[src/rtl/game_state_ctrl_pkg.sv]
// Shared enums and default sizes for the chess game controller.
package common_enums;

    typedef enum logic [1:0] {
        TITLE_SCREEN = 2'd0,
        SETUP_SCREEN = 2'd1,
        GAME_SCREEN  = 2'd2,
        END_SCREEN   = 2'd3
    } screen_state_t;

    typedef enum logic [1:0] {
        PH_IDLE  = 2'd0,
        PH_SETUP = 2'd1,
        PH_PLAY  = 2'd2,
        PH_OVER  = 2'd3
    } game_phase_t;

    localparam int BOARD_DIM_DEF = 8;
    localparam int PIECE_W_DEF   = 4;

endpackage

[src/rtl/game_state_ctrl_history.sv]
// Circular LIFO of committed boards used for undo. When full, a push
// overwrites the oldest entry. The top of stack is read combinationally so
// a pop and the board restore complete in the same cycle.
module board_history #(
    parameter int DEPTH  = 16,
    parameter int WORD_W = 256
) (
    input  logic                     CLOCK_50,
    input  logic                     reset_n,
    input  logic                     push_i,
    input  logic                     pop_i,
    input  logic                     clear_i,
    input  logic [WORD_W-1:0]        din_i,
    output logic [WORD_W-1:0]        dout_o,
    output logic [$clog2(DEPTH):0]   count_o
);

    localparam int PTR_W = $clog2(DEPTH);
    localparam int CNT_W = PTR_W + 1;

    logic [WORD_W-1:0] mem_q [DEPTH];
    logic [PTR_W-1:0]  wr_ptr_q, wr_ptr_d;
    logic [CNT_W-1:0]  count_q, count_d;
    logic [PTR_W-1:0]  top_ptr;

    assign top_ptr = wr_ptr_q - PTR_W'(1);
    assign dout_o  = mem_q[top_ptr];
    assign count_o = count_q;

    // Pointer and occupancy update; push wins over pop, clear wins over both.
    always_comb begin
        wr_ptr_d = wr_ptr_q;
        count_d  = count_q;
        if (clear_i) begin
            wr_ptr_d = '0;
            count_d  = '0;
        end else if (push_i) begin
            wr_ptr_d = wr_ptr_q + PTR_W'(1);
            if (count_q != CNT_W'(DEPTH))
                count_d = count_q + CNT_W'(1);
        end else if (pop_i && (count_q != '0)) begin
            wr_ptr_d = wr_ptr_q - PTR_W'(1);
            count_d  = count_q - CNT_W'(1);
        end
    end

    // Pointer and count registers.
    always_ff @(posedge CLOCK_50 or negedge reset_n) begin
        if (!reset_n) begin
            wr_ptr_q <= '0;
            count_q  <= '0;
        end else begin
            wr_ptr_q <= wr_ptr_d;
            count_q  <= count_d;
        end
    end

    // Storage needs no reset: entries beyond count are never observed.
    always_ff @(posedge CLOCK_50) begin
        if (push_i && !clear_i)
            mem_q[wr_ptr_q] <= din_i;
    end

endmodule

[src/rtl/game_state_ctrl.sv]
// Owns the committed board, side to move and game phase, with undo history.
//
//   state    | meaning
//   PH_IDLE  | after reset, waiting for the setup screen
//   PH_SETUP | committed board tracks the working board, history cleared
//   PH_PLAY  | moves commit, undos restore, time_up ends the game
//   PH_OVER  | board frozen, winner valid
module game_state_ctrl
    import common_enums::*;
#(
    parameter int BOARD_DIM  = BOARD_DIM_DEF,
    parameter int PIECE_W    = PIECE_W_DEF,
    parameter int HIST_DEPTH = 16,
    parameter int MOVE_CNT_W = 10
) (
    input  logic                                            CLOCK_50,
    input  logic                                            reset_n,
    input  screen_state_t                                   sys_state_i,
    input  logic                                            local_player_i,
    input  logic [BOARD_DIM-1:0][BOARD_DIM-1:0][PIECE_W-1:0] disp_board_i,
    input  logic                                            moved_i,
    input  logic                                            undo_i,
    input  logic                                            time_up_i,
    output logic [BOARD_DIM-1:0][BOARD_DIM-1:0][PIECE_W-1:0] stable_board_o,
    output logic                                            curr_player_o,
    output game_phase_t                                     phase_o,
    output logic [MOVE_CNT_W-1:0]                           move_count_o,
    output logic [$clog2(HIST_DEPTH):0]                     hist_count_o,
    output logic                                            winner_o,
    output logic                                            commit_ack_o,
    output logic                                            local_turn_o
);

    localparam int BOARD_BITS = BOARD_DIM * BOARD_DIM * PIECE_W;

    typedef logic [BOARD_DIM-1:0][BOARD_DIM-1:0][PIECE_W-1:0] board_t;

    board_t                  stable_q, stable_d;
    logic                    player_q, player_d;
    game_phase_t             phase_q, phase_d;
    logic [MOVE_CNT_W-1:0]   moves_q, moves_d;
    logic                    winner_q, winner_d;
    logic                    ack_q, ack_d;
    logic                    local_turn_q;
    logic                    hist_push, hist_pop, hist_clear;
    logic [BOARD_BITS-1:0]   hist_dout;
    logic [$clog2(HIST_DEPTH):0] hist_cnt;

    board_history #(
        .DEPTH  (HIST_DEPTH),
        .WORD_W (BOARD_BITS)
    ) u_hist (
        .CLOCK_50 (CLOCK_50),
        .reset_n  (reset_n),
        .push_i   (hist_push),
        .pop_i    (hist_pop),
        .clear_i  (hist_clear),
        .din_i    (stable_q),
        .dout_o   (hist_dout),
        .count_o  (hist_cnt)
    );

    // Phase transitions and commit/undo datapath; time_up > moved > undo.
    always_comb begin
        stable_d   = stable_q;
        player_d   = player_q;
        phase_d    = phase_q;
        moves_d    = moves_q;
        winner_d   = winner_q;
        ack_d      = 1'b0;
        hist_push  = 1'b0;
        hist_pop   = 1'b0;
        hist_clear = 1'b0;
        if (sys_state_i == SETUP_SCREEN) begin
            phase_d    = PH_SETUP;
            stable_d   = disp_board_i;
            player_d   = 1'b0;
            moves_d    = '0;
            winner_d   = 1'b0;
            hist_clear = 1'b1;
        end else begin
            unique case (phase_q)
                PH_SETUP: begin
                    stable_d   = disp_board_i;
                    player_d   = 1'b0;
                    moves_d    = '0;
                    hist_clear = 1'b1;
                    if (sys_state_i == GAME_SCREEN)
                        phase_d = PH_PLAY;
                end
                PH_PLAY: begin
                    if (time_up_i) begin
                        phase_d  = PH_OVER;
                        winner_d = ~player_q;
                    end else if (moved_i) begin
                        hist_push = 1'b1;
                        stable_d  = disp_board_i;
                        player_d  = ~player_q;
                        if (moves_q != '1)
                            moves_d = moves_q + MOVE_CNT_W'(1);
                        ack_d     = 1'b1;
                    end else if (undo_i && (hist_cnt != '0)) begin
                        hist_pop = 1'b1;
                        stable_d = hist_dout;
                        player_d = ~player_q;
                        if (moves_q != '0)
                            moves_d = moves_q - MOVE_CNT_W'(1);
                        ack_d    = 1'b1;
                    end
                end
                default: ;
            endcase
        end
    end

    // State registers, all cleared asynchronously.
    always_ff @(posedge CLOCK_50 or negedge reset_n) begin
        if (!reset_n) begin
            stable_q     <= '0;
            player_q     <= 1'b0;
            phase_q      <= PH_IDLE;
            moves_q      <= '0;
            winner_q     <= 1'b0;
            ack_q        <= 1'b0;
            local_turn_q <= 1'b0;
        end else begin
            stable_q     <= stable_d;
            player_q     <= player_d;
            phase_q      <= phase_d;
            moves_q      <= moves_d;
            winner_q     <= winner_d;
            ack_q        <= ack_d;
            local_turn_q <= (player_d == local_player_i);
        end
    end

    assign stable_board_o = stable_q;
    assign curr_player_o  = player_q;
    assign phase_o        = phase_q;
    assign move_count_o   = moves_q;
    assign hist_count_o   = hist_cnt;
    assign winner_o       = winner_q;
    assign commit_ack_o   = ack_q;
    assign local_turn_o   = local_turn_q;

endmodule
[config.mk]
export PLATFORM = sky130hd
export DESIGN_NAME = game_state_ctrl
export DESIGN_NICKNAME = d
export VERILOG_FILES = /design/src/rtl/game_state_ctrl_pkg.sv /design/src/rtl/game_state_ctrl_history.sv /design/src/rtl/game_state_ctrl.sv
export SDC_FILE = /design/constraint.sdc
export NUM_CORES = 2
export LEC_CHECK = 0
export ABC_AREA = 0
export BUFFER_PORTS_ARGS = -buffer_cell sky130_fd_sc_hd__buf_2
export CORE_MARGIN = 2
export CORE_UTILIZATION = 50
export CTS_BUF_LIST = sky130_fd_sc_hd__clkbuf_2
export DETAILED_ROUTE_END_ITERATION = 8
export PLACE_DENSITY = 0.69
export SYNTH_ARGS = -nofsm -noshare
export SYNTH_HDL_FRONTEND = slang
export SYNTH_SLANG_ARGS = --single-unit
[constraint.sdc]
create_clock -name CLOCK_50 -period 19.6 [get_ports CLOCK_50]
set_input_delay 0.98 -clock CLOCK_50 [delete_from_list [all_inputs] [get_ports CLOCK_50]]
set_output_delay 0.98 -clock CLOCK_50 [all_outputs]
set_load 0.03 [all_outputs]
==> impl_metrics.ini <==
[critical_path]
timing.critical_path.arrival_ns = 8.96
crit_top_cell = buf_4
worstReg2RegStart = u_hist.wr_ptr_q[0]$_DFFE_PN0P_
timing_worst_setup_path_type = reg2reg
cpPeakStageDelay_ns = 0.91
cp_slowest_cell = buf_4
worst_setup_path_end_kind = flip-flop
cpLargestDelayFamily = buffers and inverters
required_ns = 21.57
setup.worst_path.start_class = flip-flop
path_cells = buf_4, buf_4, buf_4, buf_4, buf_4, mux4_2, nand2_1, a21oi_1, a2111oi_0, dlygate4sd3_1, nor2_1
critical_path.n_buffers_inverters = 6
worstPathMaxFanout = 49
crit_start = u_hist.wr_ptr_q[0]$_DFFE_PN0P_

[yosys]
synth_area_leader_cell = edfxtp_1
syn-num-nets = 8682
ys_ff_latch = 4377
synth-edff-count = 4096
mappedNetlistArea_um2 = 167000
synthTopCellsByArea = edfxtp_1, mux4_2, dfrtp_1
seq_area_frac_synth_pct = 77.9
postSynthAreaPerCell_um2 = 19.9
postSynth.asyncResetShare_pct = 6.42
area_share_of_the_largest_cell_type_after_synthesis_pct = 73.7
synthesis.instances = 8397
synth_cell_types = 48
yosysWarnings = 0
ys_dominant_reg_cell = edfxtp_1

[clocking]
clock_tree.root_cell = clkbuf_2
clk_transition_reported_paths_ns = 0.10
cts_sinks = 4377
clock_tree.htree_level_count = 7
tritoncts.num_buffers = 1151
clock_latency_on_the_worst_skew_pair_ns = 2.23
post-cts-setup-buffers = 0
cts_tree = done
cts_repair_resize_count = 0
cts_hold_buffers = 783
clock_path_buffers = 5

[grt]
largest_net_degree_at_the_start_of_global_routing = 141
grt_pass1_vias = 97400
grt_util_met3_pct = 5.91
grt.met2_usage_pct = 40.5
grt.total_usage_pct = 25.9
grtUsageMet1_pct = 35.3
antenna_found_initial = 25
grt_first_pass_wirelength_um = 637000
grt-busiest-layer = met2
grt.overflow.total = 0

[sta]
fin_worst_skew_ns = 0.223
slew_violations = 0
holdWs_ns = 0.340
period_share_pct = 35.7
timing_hold_violations_final = 0
rsz0062_at_grt = no
report.final.setup_viol = 0
finalSetupTns_ns = 0
tightest_slew_ns = 1.15
fmaxAchievable_mhz = 143
maxSlewHeadroom_pct = 23.6
finalCriticalPeriod_ns = 6.99

[detailed_routing]
final_antenna_net_count = 0
drt_iter0_markers = 10800
drcViolationCount = 0
vias_per_cell = 5.97
avgRoutedWirePerCell_um = 27.7
num_vias = 94000
drt-total-wl_um = 437000
drtPass1Iterations = 7

[hold_path]
worst_hold_path_type = in2reg
worst_hold_startpoint = disp_board_i[255]

[final_layout]
flow.area_growth_from_synthesis_pct = 15.4
final_common_cell = edfxtp_1
fillerInstances = 24800
most-common-layout-cells = edfxtp_1, clkbuf_2, nand2_1
design.final.nets = 10800
fraction_of_layout_cells_with_a_size_suffix_above_1_pct = 31.3

[job]
max_cap_viol_count = 0

[floorplanning]
row_count = 212
die-area_um2 = 339000
number_of_primary_i_o_pins = 541
start_util_pct = 50.2
floorplan.die.height_um = 582
fp.coreArea_um2 = 333000
dieWidth_um = 582

[placement]
gp_routability_congestion = 0.769
hpwlAfterDp_um = 211000
buffer_ports.inserted = 540

[power_and_ir_drop]
total_leakage_power_nw = 64.0
post_route_total_power_w = 0.0244
power.density_nw_per_um2 = 127
max-vdd-ir-drop_v = 0.0000864

[outcome]
status = finished clean
-- report_power, final --
group | switching (W) | internal (W) | leakage, nW
Combinational | 0.00339 | 0.00189 | 16.4
Clock | 0.00356 | 0.00250 | 7.75
Sequential | 0.00129 | 0.0118 | 39.8
Total | 0.00824 | 0.0162 | 64.0
-- routing by layer --
metal  routed length (µm)  vias to the layer above
li1                     -                    38900
met1               173000                    49100
met2               212000                     5206
met3                39500                      758
met4                12400                        6
met5                   43                        -
-- final timing paths --
kind / endpoint / slack, ns / cells past startpoint
min in group asynchronous: stable_board_o[30]$_DFFE_PN0P_ / 0.39 / 5
setup reg to reg: stable_board_o[123]$_DFFE_PN0P_ / 12.61 / 11
hold / removal: stable_board_o[255]$_DFFE_PN0P_ / 0.34 / 5
setup / recovery: stable_board_o[123]$_DFFE_PN0P_ / 12.61 / 11
max in group asynchronous: stable_board_o[157]$_DFFE_PN0P_ / 15.55 / 9
hold reg to reg: winner_o$_DFFE_PN0P_ / 0.56 / 2
-- cells by family (layout without fill, tap and decap cells) --
logic type | count (synthesis) | after routing | share of synthesized area (%)
DFF | 4377 | 4377 | 77.9
and+or+nand+nor | 1635 | 1635 | 3.73
muxes | 1027 | 1027 | 13.8
AOI/OAI and AO/OA | 823 | 823 | 3.11
buffers and inverters | 499 | 3441 | 1.21
adders and majority gates | 21 | 21 | 0.166
xor gates and xnor gates | 15 | 15 | 0.0787
other | 0 | 23 | 0
-- flip-flops by register name, summed over array words and instances, names as in the netlist --
signal / flops
commit_ack_o: 1
curr_player_o: 1
local_turn_o: 1
move_count_o: 10
phase_o: 2
stable_board_o: 256
u_hist.count_o: 5
u_hist.mem_q: 4096
u_hist.wr_ptr_q: 4
winner_o: 1
-- cell type report --
class	count	area, µm²	area share (%)
multi-input cells	3521	35100	18.2
well taps	4387	5490	2.85
diodes	23	57.6	0.0299
inverters	10	37.5	0.0195
clock inverters	211	1220	0.635
repair buffers	1500	12100	6.30
clock buffers	1720	8610	4.47
flip-flops and latches	4377	130000	67.5
-- synth_stat cells, drive strengths merged (4+ instances only) --
| master | number |
|---|---|
| o31ai | 6 |
| xor2 | 6 |
| a21oi | 527 |
| buf | 159 |
| a2111oi | 257 |
| ha | 19 |
| mux4 | 1024 |
| nor3 | 12 |
| dfrtp | 281 |
| nand3 | 8 |
| clkbuf | 330 |
| nor2 | 540 |
| o21ai | 11 |
| nand2 | 1052 |
| a21o | 5 |
| nand2b | 4 |
| inv | 9 |
| or3 | 4 |
| edfxtp | 4096 |
| xnor2 | 9 |
-- through the flow --
stage	cell area, µm²	util [%]	cells	setup WS [ns]
global placement	175000	52.6	13000	12.96
global route	193000	57.9	15700	11.90
finish	193000	57.9	15700	12.61
detailed placement	175000	52.6	13000	12.84
floorplan	167000	-	8397	5.69
CTS	193000	57.9	15700	12.41
-- tightest hold or removal path: stages --
cell and delay (ns):
dlygate4sd3_1 0.52, buf_2 0.13, dlygate4sd3_1 0.61, a2111oi_0 0.12
nor2_1 0.08
No activity file was read; power rests on OpenSTA's default activity.
